--- src/rtl/weight_seq_pkg.sv ---
// Shared types and defaults for the weight index sequencer.
// FSM state encoding plus default sizing constants.
package weight_seq_pkg;

    typedef enum logic [1:0] {
        ST_IDLE  = 2'd0,
        ST_RUN   = 2'd1,
        ST_DRAIN = 2'd2,
        ST_DONE  = 2'd3
    } state_t;

    localparam int DEF_IDX_WIDTH   = 12;
    localparam int DEF_NUM_INDICES = 42;
    localparam int DEF_NUM_PASSES  = 64;
    localparam int DEF_PASS_WIDTH  = 7;
    localparam int DEF_BUF_LATENCY = 2;

    // Width of a counter that must reach n-1 (at least one bit).
    function automatic int cnt_width(input int n);
        return (n < 2) ? 1 : $clog2(n);
    endfunction

endpackage

--- src/rtl/valid_delay_line.sv ---
// Fixed-depth shift register carrying {last, valid}.
// Matches the weight buffer read latency; it has no enable.
module valid_delay_line
    import weight_seq_pkg::*;
#(
    parameter int DEPTH = DEF_BUF_LATENCY
) (
    input  logic clk,
    input  logic reset,
    input  logic i_valid,
    input  logic i_last,
    output logic o_valid,
    output logic o_last
);

    logic [1:0] r_shift [DEPTH];

    // Shift every cycle; a synchronous reset drops in-flight strobes.
    always_ff @(posedge clk) begin
        if (reset) begin
            for (int i = 0; i < DEPTH; i++) begin
                r_shift[i] <= 2'b00;
            end
        end else begin
            r_shift[0] <= {i_last, i_valid};
            for (int i = 1; i < DEPTH; i++) begin
                r_shift[i] <= r_shift[i-1];
            end
        end
    end

    assign o_valid = r_shift[DEPTH-1][0];
    assign o_last  = r_shift[DEPTH-1][1];

endmodule

--- src/rtl/weight_index_sequencer.sv ---
// Sweeps the weight buffer index over a programmed number of passes
// and produces a data_valid strobe aligned with the buffer output.
module weight_index_sequencer
    import weight_seq_pkg::*;
#(
    parameter int IDX_WIDTH   = DEF_IDX_WIDTH,
    parameter int NUM_INDICES = DEF_NUM_INDICES,
    parameter int NUM_PASSES  = DEF_NUM_PASSES,
    parameter int PASS_WIDTH  = DEF_PASS_WIDTH,
    parameter int BUF_LATENCY = DEF_BUF_LATENCY
) (
    input  logic                  clk,
    input  logic                  reset,
    input  logic                  start,
    input  logic                  stall,
    output logic [IDX_WIDTH-1:0]  index,
    output logic                  index_valid,
    output logic                  data_valid,
    output logic                  last_data,
    output logic [PASS_WIDTH-1:0] pass_count,
    output logic                  busy,
    output logic                  done
);

    localparam int DW = cnt_width(BUF_LATENCY);

    localparam logic [IDX_WIDTH-1:0]  IDX_LAST   = IDX_WIDTH'(NUM_INDICES - 1);
    localparam logic [PASS_WIDTH-1:0] PASS_LAST  = PASS_WIDTH'(NUM_PASSES - 1);
    localparam logic [DW-1:0]         DRAIN_LAST = DW'(BUF_LATENCY - 1);

    state_t                r_state;
    logic [IDX_WIDTH-1:0]  r_index;
    logic [PASS_WIDTH-1:0] r_pass;
    logic [DW-1:0]         r_drain;
    logic                  r_busy;
    logic                  r_done;

    logic w_accept;
    logic w_idx_wrap;
    logic w_final;

    assign w_accept   = (r_state == ST_RUN) && !stall;
    assign w_idx_wrap = (r_index == IDX_LAST);
    assign w_final    = w_accept && w_idx_wrap && (r_pass == PASS_LAST);

    // Job FSM: counters advance only on accepted requests, and both
    // counters return to zero once the final request has gone out.
    always_ff @(posedge clk) begin
        if (reset) begin
            r_state <= ST_IDLE;
            r_index <= '0;
            r_pass  <= '0;
            r_drain <= '0;
            r_busy  <= 1'b0;
            r_done  <= 1'b0;
        end else begin
            unique case (r_state)
                ST_IDLE: begin
                    if (start) begin
                        r_state <= ST_RUN;
                        r_index <= '0;
                        r_pass  <= '0;
                        r_busy  <= 1'b1;
                    end
                end
                ST_RUN: begin
                    if (w_accept) begin
                        if (w_final) begin
                            r_state <= ST_DRAIN;
                            r_index <= '0;
                            r_pass  <= '0;
                            r_drain <= '0;
                        end else if (w_idx_wrap) begin
                            r_index <= '0;
                            r_pass  <= r_pass + 1'b1;
                        end else begin
                            r_index <= r_index + 1'b1;
                        end
                    end
                end
                ST_DRAIN: begin
                    if (r_drain == DRAIN_LAST) begin
                        r_state <= ST_DONE;
                        r_busy  <= 1'b0;
                        r_done  <= 1'b1;
                    end else begin
                        r_drain <= r_drain + 1'b1;
                    end
                end
                ST_DONE: begin
                    r_state <= ST_IDLE;
                    r_done  <= 1'b0;
                end
                default: begin
                    r_state <= ST_IDLE;
                    r_busy  <= 1'b0;
                    r_done  <= 1'b0;
                end
            endcase
        end
    end

    valid_delay_line #(
        .DEPTH (BUF_LATENCY)
    ) u_dly (
        .clk     (clk),
        .reset   (reset),
        .i_valid (w_accept),
        .i_last  (w_final),
        .o_valid (data_valid),
        .o_last  (last_data)
    );

    assign index       = r_index;
    assign pass_count  = r_pass;
    assign index_valid = w_accept;
    assign busy        = r_busy;
    assign done        = r_done;

endmodule

--- config.mk ---
export PLATFORM = sky130hd
export DESIGN_NAME = weight_index_sequencer
export DESIGN_NICKNAME = d
export VERILOG_FILES = /design/src/rtl/weight_seq_pkg.sv /design/src/rtl/valid_delay_line.sv /design/src/rtl/weight_index_sequencer.sv
export SDC_FILE = /design/constraint.sdc
export NUM_CORES = 1
export LEC_CHECK = 0
export BUFFER_PORTS_ARGS = -buffer_cell sky130_fd_sc_hd__buf_4
export CORE_MARGIN = 2
export CORE_UTILIZATION = 45
export CTS_BUF_LIST = sky130_fd_sc_hd__clkbuf_4 sky130_fd_sc_hd__clkbuf_8 sky130_fd_sc_hd__clkbuf_16
export DETAILED_ROUTE_END_ITERATION = 7
export HOLD_SLACK_MARGIN = 0.08
export PLACE_DENSITY_LB_ADDON = 0.3
export SETUP_SLACK_MARGIN = 0.15
export SYNTH_ARGS = -nofsm -noshare
export SYNTH_HDL_FRONTEND = slang
export SYNTH_HIERARCHICAL = 1
export SYNTH_SLANG_ARGS = --single-unit
--- constraint.sdc ---
create_clock -name clk -period 3.8 [get_ports clk]
set_input_delay 0.57 -clock clk [delete_from_list [all_inputs] [get_ports clk]]
set_output_delay 0.57 -clock clk [all_outputs]
set_load 0.1 [all_outputs]
==> results.cfg, run 1 <==
[worst_setup_path]
crit_path_start_kind = register
worst_path_most_repeated_cell = inv_1
path_max_fanout = 11
worstSetupPathType = register to register
critPathRequiredTime_ns = 3.99
cp_slowest_stage_delay_ns = 0.80
cp-end-kind = register
cp_slowest_cell = o211ai_1
cp_cell_sequence = inv_1, ha_1, nand2b_1, inv_1, nand2_1, o211ai_1, a31oi_1
worstPathArrival_ns = 2.84

[synthesis]
yosys_warnings = 6
synth-seq-cells = 28
synthTopCellsByArea = dfxtp_1 (36%), ha_1 (6.5%), nor2_1 (4.4%)
post_synth_fa_ha_maj_area_fraction_pct = 6.51
xor_xnor_cell_area_share_of_the_yosys_netlist_pct = 2.85
ys_types = 44
synth_enable_flop_cells = 0
synth_top_area_cell = dfxtp_1
post_synth_and_or_nand_nor_area_fraction_pct = 27.0
synth_most_common_cell = dfxtp_1
mappedNetlistArea_mm2 = 0.00154
synth.cells.most_frequent = dfxtp_1 (28), nor2_1 (18), nand2_1 (13)
ys_seq_area_share_pct = 36.5
synth_top_family_by_area = simple AND/OR/NAND/NOR gates
synthesis.nets = 192
synth.avg_cell_area_um2 = 8.54
synth_compound_area_share_pct = 20.7
synthMuxAreaShare_pct = 1.30
synth_cells = 180
ys_async_sr_fraction_pct = 0
synthDominantCellAreaShare_pct = 36.5
most_frequently_used_flop_master_after_synthesis = dfxtp_1

[clock_network]
cts.hold.buffers_added = 0
h-tree-depth = 1
clockBufferDepth = 2
numClockSinks = 28
postCtsResizedCells = 0
cts_buffers = 3
post-cts-setup-buffer-count = 0
tritoncts = built
clock_insertion_delay_worst_skew_ns = 0.32
cts-root-buf = clkbuf_4
clk_pin_slew_worst_paths_ns = 0.14

[sta]
clock-skew-final_ns = 0.00284
fmax_ghz = 0.376
hold_viol_final = 0
final-max-slew-violation-count = 0
timing.slew.headroom_pct = 38.9
setup_repair_after_global_routing_missed_its_margin = no
tightest_slew_ns = 0.913
timing.final.crit_share_pct = 69.9
finalWorstPathRequiredPeriod_ns = 2.66
setup-violations-final = 0
totalNegativeSetupSlack_ns = 0

[global_routing]
use_met2_pct = 32.3
grt_overflow = 0
antenna_violations_before_repair = 0
grt.busiest_layer = met2
gr_util_met1_pct = 24.5
grt_pass1_vias = 1385
grt_first_pass_wirelength_um = 6070
globalRouteTotalUtil_pct = 18.9
grt_start_max_net_pins = 16
groute.layer.met3.usage_pct = 2.88

[floorplanning]
floorplan.die_area_mm2 = 0.00390
effective_utilization_at_floorplan_pct = 46.4
rows = 21
floorplan.die.width_um = 62.4
io_pins = 28
die-height_um = 62.4
fp.coreArea_mm2 = 0.00331

[layout]
syn2layout_area_growth_pct = 16.5
drive_above_1_share_pct = 18.2
antenna_diode_count = 0
nNetsFinal = 216
fillCellCount = 322
postLayoutCoreUtil_pct = 54.1

[placement]
hpwlAfterDp_um = 2640
io_buffers = 27
gp_routability_congestion = 0.883

[power_and_ir_drop]
power.leakage_nw = 0.699
ir_worst_vdd_mv = 0.280
post-layout-total-power_mw = 0.928
power_per_cell_area_mw_per_mm2 = 518

[detailed_routing]
via_per_inst = 5.93
drtAntennaViolNets = 0
detailroute.via_count = 1476
route.final.wire_length_um = 3520
wl_per_cell_um = 14.1
dr.pass1.iters = 5
detail_route.drc_violations = 0
first_iter_violations = 92

[min_path]
worst_hold_path_type = register to register

[job]
timing.max_cap.violations = 0

[outcome]
outcome = finished, final reports clean
-- where the power goes --
part	switching, mW	internal, mW
registers	0.0274	0.322
clock network	0.0838	0.0586
logic	0.313	0.124
-- logic make-up (layout without fill, tap and decap cells) --
| family | after synthesis | count (layout) |
|---|---|---|
| DFF | 28 | 28 |
| muxes | 2 | 2 |
| adders and majority gates | 8 | 8 |
| and+or+nand+nor | 75 | 75 |
| buffers and inverters | 18 | 41 |
| xor gates and xnor gates | 5 | 5 |
| AOI/OAI and AO/OA | 44 | 44 |
-- cells in the final DEF, fill, tap and decap left out, types with 4 or more instances in the layout --
cell type and instances:
nand2_1 13, or4_1 5, dfxtp_1 28, nor3_1 4, inv_1 10, buf_4 27, nor2_1 18, xnor2_1 4
nand2b_1 6, nor4_1 4, and3_1 4, o211ai_1 5, nand3_1 5, ha_1 8, nor2b_1 6, o21ai_0 5
a21oi_1 9
-- layout make-up --
type / instances / area (µm²) / share of cell area (%)
clock buffers: 4 / 36.3 / 2.03
repair buffers: 27 / 203 / 11.3
flip-flops and latches: 28 / 561 / 31.3
multi-input cells: 134 / 896 / 50.0
well taps: 46 / 57.6 / 3.21
inverters: 10 / 37.5 / 2.10
-- sequential cells by signal (all words and copies together), names as in the netlist --
signal         flops
busy               1
done               1
index             12
pass_count         7
r_drain            1
r_state            2
u_dly/r_shift      4
-- through the flow --
stage               hold WS [ns]  cell area, µm²  std cells  worst slack [ns]
CTS                        0.460            1790        249              1.18
floorplan                  0.414            1540        180              1.31
global route               0.473            1790        249             0.879
finish                     0.456            1790        249              1.14
detailed placement         0.430            1750        245              1.21
global placement           0.421            1750        245              1.36
-- worst max-delay path: cells and delay by family, from the launching register on --
kind,cells,cell delay [ns]
AO/OA/AOI/OAI,2,0.97
AND/OR/NAND/NOR,2,0.50
flip-flops,1,0.36
adder cells (fa/ha/maj),1,0.34
buffers and inverters,2,0.33
-- final timing paths --
check	from	endpoint	slack [ns]	cells after the start
worst max-delay path	r_state[1]	pass_count[5]	1.14	7
worst min-delay path	u_dly/r_shift[0][0]	u_dly/r_shift[0][2]	0.46	1
worst max register to register	r_state[1]	pass_count[5]	1.14	7
worst min register to register	u_dly/r_shift[0][0]	u_dly/r_shift[0][2]	0.46	1
-- routing by layer --
metal / wire length (µm) / part of all wire (%)
met1: 1510 / 43
met2: 1750 / 50
met3: 242 / 6.9
met4: 28 / 0.80
met5: 0 / 0
Note: power is estimated with default switching activity, not from simulation.
==> run 2: changes to the inputs <==
clock period = 2.3 ns   (was 3.8 ns; I/O delays follow)
==> results.cfg, run 2 (synthesis results as in run 1) <==
[outcome]
outcome = finished, final reports clean

[sta]
timing.final.crit_share_pct = 88.5
clock-skew-final_ns = 0.00727
fmax_ghz = 0.491
setup-violations-final = 0
totalNegativeSetupSlack_ns = 0
timing.slew.headroom_pct = 66.0
tightest_slew_ns = 0.498
setup_repair_after_global_routing_missed_its_margin = no
hold_viol_final = 0
final-max-slew-violation-count = 0
finalWorstPathRequiredPeriod_ns = 2.04

[detailed_routing]
route.final.wire_length_um = 3560
wl_per_cell_um = 14.1
dr_wl_met3_um = 199
detail_route.drc_violations = 0
dr.pass1.iters = 4
first_iter_violations = 139
via_per_inst = 5.69
detailroute.via_count = 1435
detailroute.wirelength.met2_um = 1700
topRoutingLayerUsed = met4
drtAntennaViolNets = 0
routedLengthMet1_um = 1620

[global_routing]
grt_pass1_vias = 1332
grt_start_max_net_pins = 17
globalRouteTotalUtil_pct = 19.2
antenna_violations_before_repair = 0
grt_first_pass_wirelength_um = 6110
grt_overflow = 0

[layout]
design_area_mm2 = 0.00187
syn2layout_area_growth_pct = 21.7
layout_common_cells = buf_4 (30), nor2_1 (18), dfxtp_2 (16)
largest_register_ff_count = 12
antenna_diode_count = 0
drive_above_1_share_pct = 29.6
layout.cells.most_common = buf_4
nNetsFinal = 219

[placement]
detailed_place.area_mm2 = 0.00180
io_buffers = 27
hpwlAfterDp_um = 2770
gp_routability_congestion = 0.895

[power_and_ir_drop]
ir_worst_vdd_mv = 0.648
power_per_cell_area_mw_per_mm2 = 895
power.leakage_nw = 0.722

[floorplanning]
effective_utilization_at_floorplan_pct = 46.4
io_pins = 28
floorplan.die_area_mm2 = 0.00390
rows = 21
die-height_um = 62.4
floorplan.die.width_um = 62.4
fp.coreArea_mm2 = 0.00331

[clock_network]
h-tree-depth = 1
post-cts-setup-buffer-count = 0
clk_pin_slew_worst_paths_ns = 0.15
clockBufferDepth = 2
cts-root-buf = clkbuf_4
cts.hold.buffers_added = 0
clock_insertion_delay_worst_skew_ns = 0.34
cts_buffers = 3
tritoncts = built
numClockSinks = 28

[job]
timing.max_cap.violations = 0

[min_path]
worst_hold_path_type = input port to register

[worst_setup_path]
worstPathArrival_ns = 2.31
worstSetupPathType = register to register
path_max_fanout = 11
timing.critical_path.buf_inv = 1
critPathRequiredTime_ns = 2.57
cpLargestDelayFamily = simple AND/OR/NAND/NOR gates
reg2reg_to = index[10]
cp_slowest_stage_delay_ns = 0.54
cp-end-kind = register
rrSetupSlack_ns = 0.26
cp_slowest_cell = or4_1
cp_cell_sequence = inv_1, ha_1, nand2b_1, nand2_2, or4_1, a211oi_1
setup.worst_path.start = r_state[0]
cp.depth = 6
r2r-start = r_state[0]
crit_path_start_kind = register
reg2regPathDepth = 6
critPathCapture = index[10]
[run 2: what timing repair did]
action                                 4_1_cts  5_1_grt
gates cloned                                 0        0
endpoints found under the hold margin        0        0
resized for setup                            1        3
setup endpoints to repair                    1       14
[run 2: worst min-delay path by stage]
stage,depth (start not counted),endpoint,from,slack (ns)
floorplan,1,u_dly/r_shift[0][2],u_dly/r_shift[0][0],0.41
global placement,1,u_dly/r_shift[0][2],u_dly/r_shift[0][0],0.42
detailed placement,1,u_dly/r_shift[0][3],u_dly/r_shift[0][1],0.43
CTS,2,pass_count[0],reset,0.26
global route,2,pass_count[0],reset,0.26
finish,2,pass_count[1],reset,0.27
[run 2: report_power, final]
group	switching (mW)	leakage (nW)	internal [mW]
Combinational	0.523	0.460	0.239
Clock	0.149	0.0279	0.177
Sequential	0.0485	0.235	0.536
[run 2: final cells by class]
type,count,area (µm²)
Fill cell,316,1440
Timing Repair Buffer,30,225
Clock inverter,1,30.0
Clock buffer,3,22.5
Multi-Input combinational cell,134,912
Sequential cell,28,581
Tap cell,46,57.6
Inverter,10,41.3
[run 2: routing by layer]
layer  GRT usage (%)  vias to the layer above
met4            7.50                        0
met1            26.1                      678
met3            3.78                        5
met5               0                        -
met2            30.1                       37
li1                -                      715
[run 2: stage by stage]
| step | hold slack, ns | total power, mW | setup slack, ns | utilization [%] | instances |
|---|---|---|---|---|---|
| after floorplan | 0.414 | 1.18 | 0.163 | - | 180 |
| after global placement | 0.418 | 1.32 | 0.367 | 54.4 | 248 |
| after detailed placement | 0.432 | 1.35 | 0.264 | 54.4 | 248 |
| after CTS | 0.265 | 1.68 | 0.263 | 56.1 | 252 |
| after global routing | 0.255 | 1.77 | 0.167 | 56.5 | 252 |
| final | 0.267 | 1.67 | 0.265 | 56.5 | 252 |
